--- src/rtl/dbus_arbiter_pkg.sv ---
// Shared D-bus transaction types used by the arbiter and its masters.
package dbus_arbiter_pkg;

    typedef enum logic { READ = 1'b0, WRITE = 1'b1 } ttype_t;

    typedef enum logic [1:0] { BYTE = 2'd0, HALFWORD = 2'd1, WORD = 2'd2 } tsize_t;

endpackage

--- src/rtl/dbus_arbiter_arb_rr2.sv ---
// Two-way round-robin pick: on a tie the master not granted last wins.
module arb_rr2 (
    input  logic [1:0] req,
    input  logic       last,
    output logic [1:0] gnt
);

    always_comb begin
        gnt = 2'b00;
        case (req)
            2'b01:   gnt = 2'b01;
            2'b10:   gnt = 2'b10;
            2'b11:   gnt = last ? 2'b01 : 2'b10;
            default: gnt = 2'b00;
        endcase
    end

endmodule

--- src/rtl/dbus_arbiter.sv ---
// Arbitrates two D-bus masters onto one downstream port, one transaction
// outstanding at a time, with a completion timeout.
module dbus_arbiter
    import dbus_arbiter_pkg::*;
#(
    parameter int unsigned TIMEOUT_CYCLES = 255,
    parameter int unsigned ADDR_W         = 32
) (
    input  logic              clk,
    input  logic              rst,
    input  logic              m0_bstart,
    input  logic [ADDR_W-1:0] m0_addr,
    input  ttype_t            m0_ttype,
    input  tsize_t            m0_tsize,
    input  logic [ADDR_W-1:0] m0_wdata,
    output logic [ADDR_W-1:0] m0_rdata,
    output logic              m0_done,
    output logic              m0_err,
    input  logic              m1_bstart,
    input  logic [ADDR_W-1:0] m1_addr,
    input  ttype_t            m1_ttype,
    input  tsize_t            m1_tsize,
    input  logic [ADDR_W-1:0] m1_wdata,
    output logic [ADDR_W-1:0] m1_rdata,
    output logic              m1_done,
    output logic              m1_err,
    output logic              s_bstart,
    output logic [ADDR_W-1:0] s_addr,
    output ttype_t            s_ttype,
    output tsize_t            s_tsize,
    output logic [ADDR_W-1:0] s_wdata,
    input  logic [ADDR_W-1:0] s_rdata,
    input  logic              s_done
);

    localparam int CNT_W = $clog2(TIMEOUT_CYCLES + 1);

    typedef enum logic [1:0] { IDLE, ISSUE, WAIT } state_t;

    state_t           state, state_nxt;
    logic             p0, p1;
    logic             last;
    logic             owner;
    logic [CNT_W-1:0] cnt;
    logic [1:0]       req, gnt;
    logic             grant, fin_ok, fin_tmo, tmo;
    logic             busy0, busy1;

    // A same-cycle bstart competes immediately instead of waiting a cycle in p0/p1.
    assign req      = {p1 | m1_bstart, p0 | m0_bstart};
    assign busy0    = (state != IDLE) && !owner;
    assign busy1    = (state != IDLE) && owner;
    assign s_bstart = (state == ISSUE);
    // The done pulse is registered, so decide one cycle ahead of the limit.
    assign tmo      = (cnt == CNT_W'(TIMEOUT_CYCLES - 2));

    arb_rr2 u_arb (
        .req  (req),
        .last (last),
        .gnt  (gnt)
    );

    always_ff @(posedge clk) begin
        if (rst) state <= IDLE;
        else     state <= state_nxt;
    end

    always_comb begin
        state_nxt = state;
        grant     = 1'b0;
        fin_ok    = 1'b0;
        fin_tmo   = 1'b0;
        case (state)
            IDLE: begin
                if (|req) begin
                    grant     = 1'b1;
                    state_nxt = ISSUE;
                end
            end
            ISSUE: state_nxt = WAIT;
            WAIT: begin
                if (s_done) begin
                    fin_ok    = 1'b1;
                    state_nxt = IDLE;
                end else if (tmo) begin
                    fin_tmo   = 1'b1;
                    state_nxt = IDLE;
                end
            end
            default: state_nxt = IDLE;
        endcase
    end

    always_ff @(posedge clk) begin
        if (rst) begin
            p0       <= 1'b0;
            p1       <= 1'b0;
            last     <= 1'b1;
            owner    <= 1'b0;
            cnt      <= '0;
            s_addr   <= '0;
            s_ttype  <= READ;
            s_tsize  <= BYTE;
            s_wdata  <= '0;
            m0_done  <= 1'b0;
            m0_err   <= 1'b0;
            m0_rdata <= '0;
            m1_done  <= 1'b0;
            m1_err   <= 1'b0;
            m1_rdata <= '0;
        end else begin
            m0_done  <= 1'b0;
            m0_err   <= 1'b0;
            m0_rdata <= '0;
            m1_done  <= 1'b0;
            m1_err   <= 1'b0;
            m1_rdata <= '0;

            p0 <= (grant && gnt[0]) ? 1'b0 : (p0 | (m0_bstart & ~busy0));
            p1 <= (grant && gnt[1]) ? 1'b0 : (p1 | (m1_bstart & ~busy1));

            if (grant) begin
                owner   <= gnt[1];
                s_addr  <= gnt[1] ? m1_addr  : m0_addr;
                s_ttype <= gnt[1] ? m1_ttype : m0_ttype;
                s_tsize <= gnt[1] ? m1_tsize : m0_tsize;
                s_wdata <= gnt[1] ? m1_wdata : m0_wdata;
            end

            if (state == ISSUE)     cnt <= '0;
            else if (state == WAIT) cnt <= cnt + 1'b1;

            if (fin_ok || fin_tmo) begin
                last <= owner;
                if (owner) begin
                    m1_done  <= 1'b1;
                    m1_err   <= fin_tmo;
                    m1_rdata <= fin_ok ? s_rdata : '0;
                end else begin
                    m0_done  <= 1'b1;
                    m0_err   <= fin_tmo;
                    m0_rdata <= fin_ok ? s_rdata : '0;
                end
            end
        end
    end

endmodule

--- config.mk ---
export PLATFORM = sky130hd
export DESIGN_NAME = dbus_arbiter
export DESIGN_NICKNAME = d
export VERILOG_FILES = /design/src/rtl/dbus_arbiter_pkg.sv /design/src/rtl/dbus_arbiter_arb_rr2.sv /design/src/rtl/dbus_arbiter.sv
export SDC_FILE = /design/constraint.sdc
export NUM_CORES = 1
export LEC_CHECK = 0
export ABC_AREA = 0
export CAP_MARGIN = 20
export CORE_MARGIN = 10
export CORE_UTILIZATION = 33
export DETAILED_ROUTE_END_ITERATION = 10
export PLACE_DENSITY = 0.82
export SETUP_SLACK_MARGIN = 0.4
export SLEW_MARGIN = 0
export SYNTH_ARGS = -nofsm -noshare
export SYNTH_HDL_FRONTEND = slang
export SYNTH_SLANG_ARGS = --single-unit
--- constraint.sdc ---
create_clock -name clk -period 1.4 [get_ports clk]
set_input_delay 0.21 -clock clk [delete_from_list [all_inputs] [get_ports clk]]
set_output_delay 0.21 -clock clk [all_outputs]
set_load 0.005 [all_outputs]
==> results.py <==
metrics = {
    "cts": {
        "insertion_delay_ns": 0.42,
        "cts_buffers": 17,
        "htreeDepth": 4,
        "clockRootBuffer": "clkbuf_16",
        "path_clk_slew_ns": 0.06,
        "clock_path_buffers": 2,
        "holdBufCountCts": 0,
        "cts.sinks": 149,
        "cts_tree": "done",
    },
    "setup_path": {
        "r2r-start": "p0",
        "reg2reg_slack_ns": -0.29,
        "path_class": "reg2reg",
        "end_kind": "flop",
        "crit_required_ns": 1.74,
        "r2r_cells": 6,
        "start_kind": "flop",
        "arrival_ns": 2.03,
        "worstReg2RegEnd": "s_addr[30]",
        "worstPathMaxFanout": 8,
    },
    "synthesis": {
        "ys_ff_latch": 149,
        "ys_warn_count": 0,
        "synth_cells": 483,
        "synth.distinct_cells": 35,
        "ys_seq_area_share_pct": 59.3,
        "syn_area_per_cell_um2": 10.4,
        "syn_area_um2": 5030,
        "syn_nets": 656,
    },
    "floorplan": {
        "core_area_um2": 15100,
        "ioPinCount": 307,
        "std_cell_rows": 45,
        "die_h_um": 143,
        "dieArea_um2": 20600,
        "fp.dieW_um": 143,
        "initial_core_util_pct": 33.3,
    },
    "routing": {
        "num_vias": 5206,
        "drtAntennaViolNets": 0,
        "via_per_inst": 4.97,
        "remaining_drc_errors": 0,
        "dr.pass1.iters": 4,
        "routed_wl_um": 22600,
        "drtIter0Drc": 233,
        "routedWlPerCell_um": 21.6,
    },
    "hold_path": {
        "holdPathStages": 4,
        "hp-start": "m1_bstart",
        "hold_path.class": "in2reg",
        "min_to": "owner",
    },
    "job": {
        "max_cap_viol_count": 0,
    },
    "power": {
        "p_leak_nw": 4.38,
        "ir_worst_vdd_mv": 0.913,
        "power.total_w": 0.0124,
        "power_density_nw_per_um2": 1200,
    },
    "layout": {
        "seq_area_um2": 3100,
        "syn2layout_area_growth_pct": 105,
        "drive_gt1_share_pct": 52.8,
        "nets": 1019,
        "multi_input_area_um2": 2500,
        "num-fill-cells": 1002,
        "fin_cells": 1047,
        "layout_commonest_cell": "clkdlybuf4s50_1",
        "layout_common_cells": "clkdlybuf4s50_1, buf_6, dfxtp_2, a221o_1, buf_2",
    },
    "grt": {
        "grt_pass1_wl_um": 29200,
        "first_global_vias": 5109,
        "grt_antenna_before_repair": 0,
        "grt_remaining_overflow": 0,
        "track_usage_pct": 18.4,
        "grt_max_degree": 53,
    },
    "placed_design": {
        "hpwlAfterDp_um": 13600,
        "dp.cells": 972,
        "io_buffers": 306,
        "gp_congestion": 0.847,
    },
    "timing": {
        "worst_slack_ns": -0.289,
        "rsz0062_at_grt": "yes",
        "finClkSkew_ns": 0.00708,
        "relSlewSlack_pct": 65.6,
        "fin_crit_ns": 1.69,
        "fmax_ghz": 0.592,
        "finalCritPeriodShare_pct": 121,
        "worst_slew_pin_slew_ns": 0.515,
        "setup_viol": 90,
        "final-hold-violation-count": 0,
        "slew_violations": 0,
        "setup_tns_ns": -14.48,
    },
    "status": {
        "violations": "negative setup slack",
        "status": "complete, but fails checks",
    },
}
[area by class of cell]
class	instances	area share [%]
antenna	1	0.0242
clock buffer	18	4.26
clock inverter	13	2.11
inverter	3	0.109
multi-input combinational	298	24.2
sequential	149	30.1
tap	188	2.28
timing repair buffer	377	37.0
[cell usage after synthesis, drive strengths merged]
master | count | area share [%]
nor2b | 2 | 0.25
nand4b | 1 | 0.17
clkinv | 1 | 0.075
nand4 | 3 | 0.37
or2 | 3 | 0.42
and4 | 1 | 0.17
o211ai | 1 | 0.15
nor3 | 5 | 0.60
and2 | 67 | 8.3
or3 | 2 | 0.25
inv | 2 | 0.15
xor2 | 4 | 0.70
xnor2 | 2 | 0.35
o21ai | 6 | 0.60
and3 | 1 | 0.12
clkbuf | 17 | 1.3
a211oi | 1 | 0.15
nor4 | 1 | 0.12
ha | 2 | 0.50
dfxtp | 149 | 59
a2111oi | 1 | 0.55
nand3 | 3 | 0.30
a41oi | 1 | 0.17
nand2 | 39 | 2.9
nor2 | 77 | 5.8
buf | 16 | 2.1
a221o | 67 | 13
a21oi | 7 | 0.70
nand2b | 1 | 0.12
[logic make-up after synthesis]
group / synth area share, %
adders and majority gates: 0.497
buffers and inverters: 3.58
DFF: 59.3
and+or+nand+nor: 19.9
AOI/OAI and AO/OA: 15.7
xor gates and xnor gates: 1.04
[worst max-delay path: stages (launching register included)]
cell and delay [ns]:
dfxtp_2 0.32, or2_4 0.24, a2111oi_4 0.38, buf_6 0.21
clkbuf_16 0.17, and2_4 0.13, a221o_1 0.15
[routing by layer]
metal / wire length, um / GRT usage, % / part of all wire (%) / vias to the layer above
met2: 11800 / 31.9 / 52 / 231
met5: 0 / 0 / 0 / -
li1: - / - / - / 2436
met4: 584 / 7.04 / 2.6 / 0
met3: 1750 / 7.23 / 7.7 / 39
met1: 8500 / 19.7 / 38 / 2500
[state kept, by name (all words and copies together), names as in the netlist]
signal / count
m1_done: 1
state: 2
s_wdata: 32
m0_rdata: 32
m1_err: 1
s_addr: 32
cnt: 8
owner: 1
p0: 1
s_ttype: 1
m0_err: 1
m0_done: 1
m1_rdata: 32
p1: 1
last: 1
s_tsize: 2
[worst max-delay path by stage]
stage,from,endpoint
after floorplan,p0,s_addr[11]
after global placement,m0_bstart,s_wdata[19]
after detailed placement,m0_bstart,s_addr[17]
after CTS,state[0],s_addr[17]
after global routing,p0,s_addr[14]
final,p0,s_addr[30]
[per-stage QoR]
| step | utilization, % | setup WS (ns) | hold WS, ns | instance area, um2 |
|---|---|---|---|---|
| after floorplan | - | -0.0789 | 0.288 | 5150 |
| after global placement | 56.7 | -0.510 | 0.467 | 8550 |
| after detailed placement | 56.7 | -0.587 | 0.470 | 8550 |
| after CTS | 61.9 | -0.197 | 0.326 | 9340 |
| after global routing | 68.4 | -0.316 | 0.323 | 10300 |
| final | 68.4 | -0.289 | 0.296 | 10300 |
[where the power goes]
group / switching (W) / internal [W] / total (W)
logic: 0.000896 / 0.00156 / 0.00245
registers: 0.000227 / 0.00460 / 0.00483
clock network: 0.00188 / 0.00324 / 0.00512
total: 0.00300 / 0.00939 / 0.0124
[what timing repair did]
action	CTS	global route
endpoints found under the setup margin	285	285
resized for setup	703	189
setup buffers	16	14
gates cloned	4	9
pin swaps	12	58
Note: power is estimated with default switching activity, not from simulation.
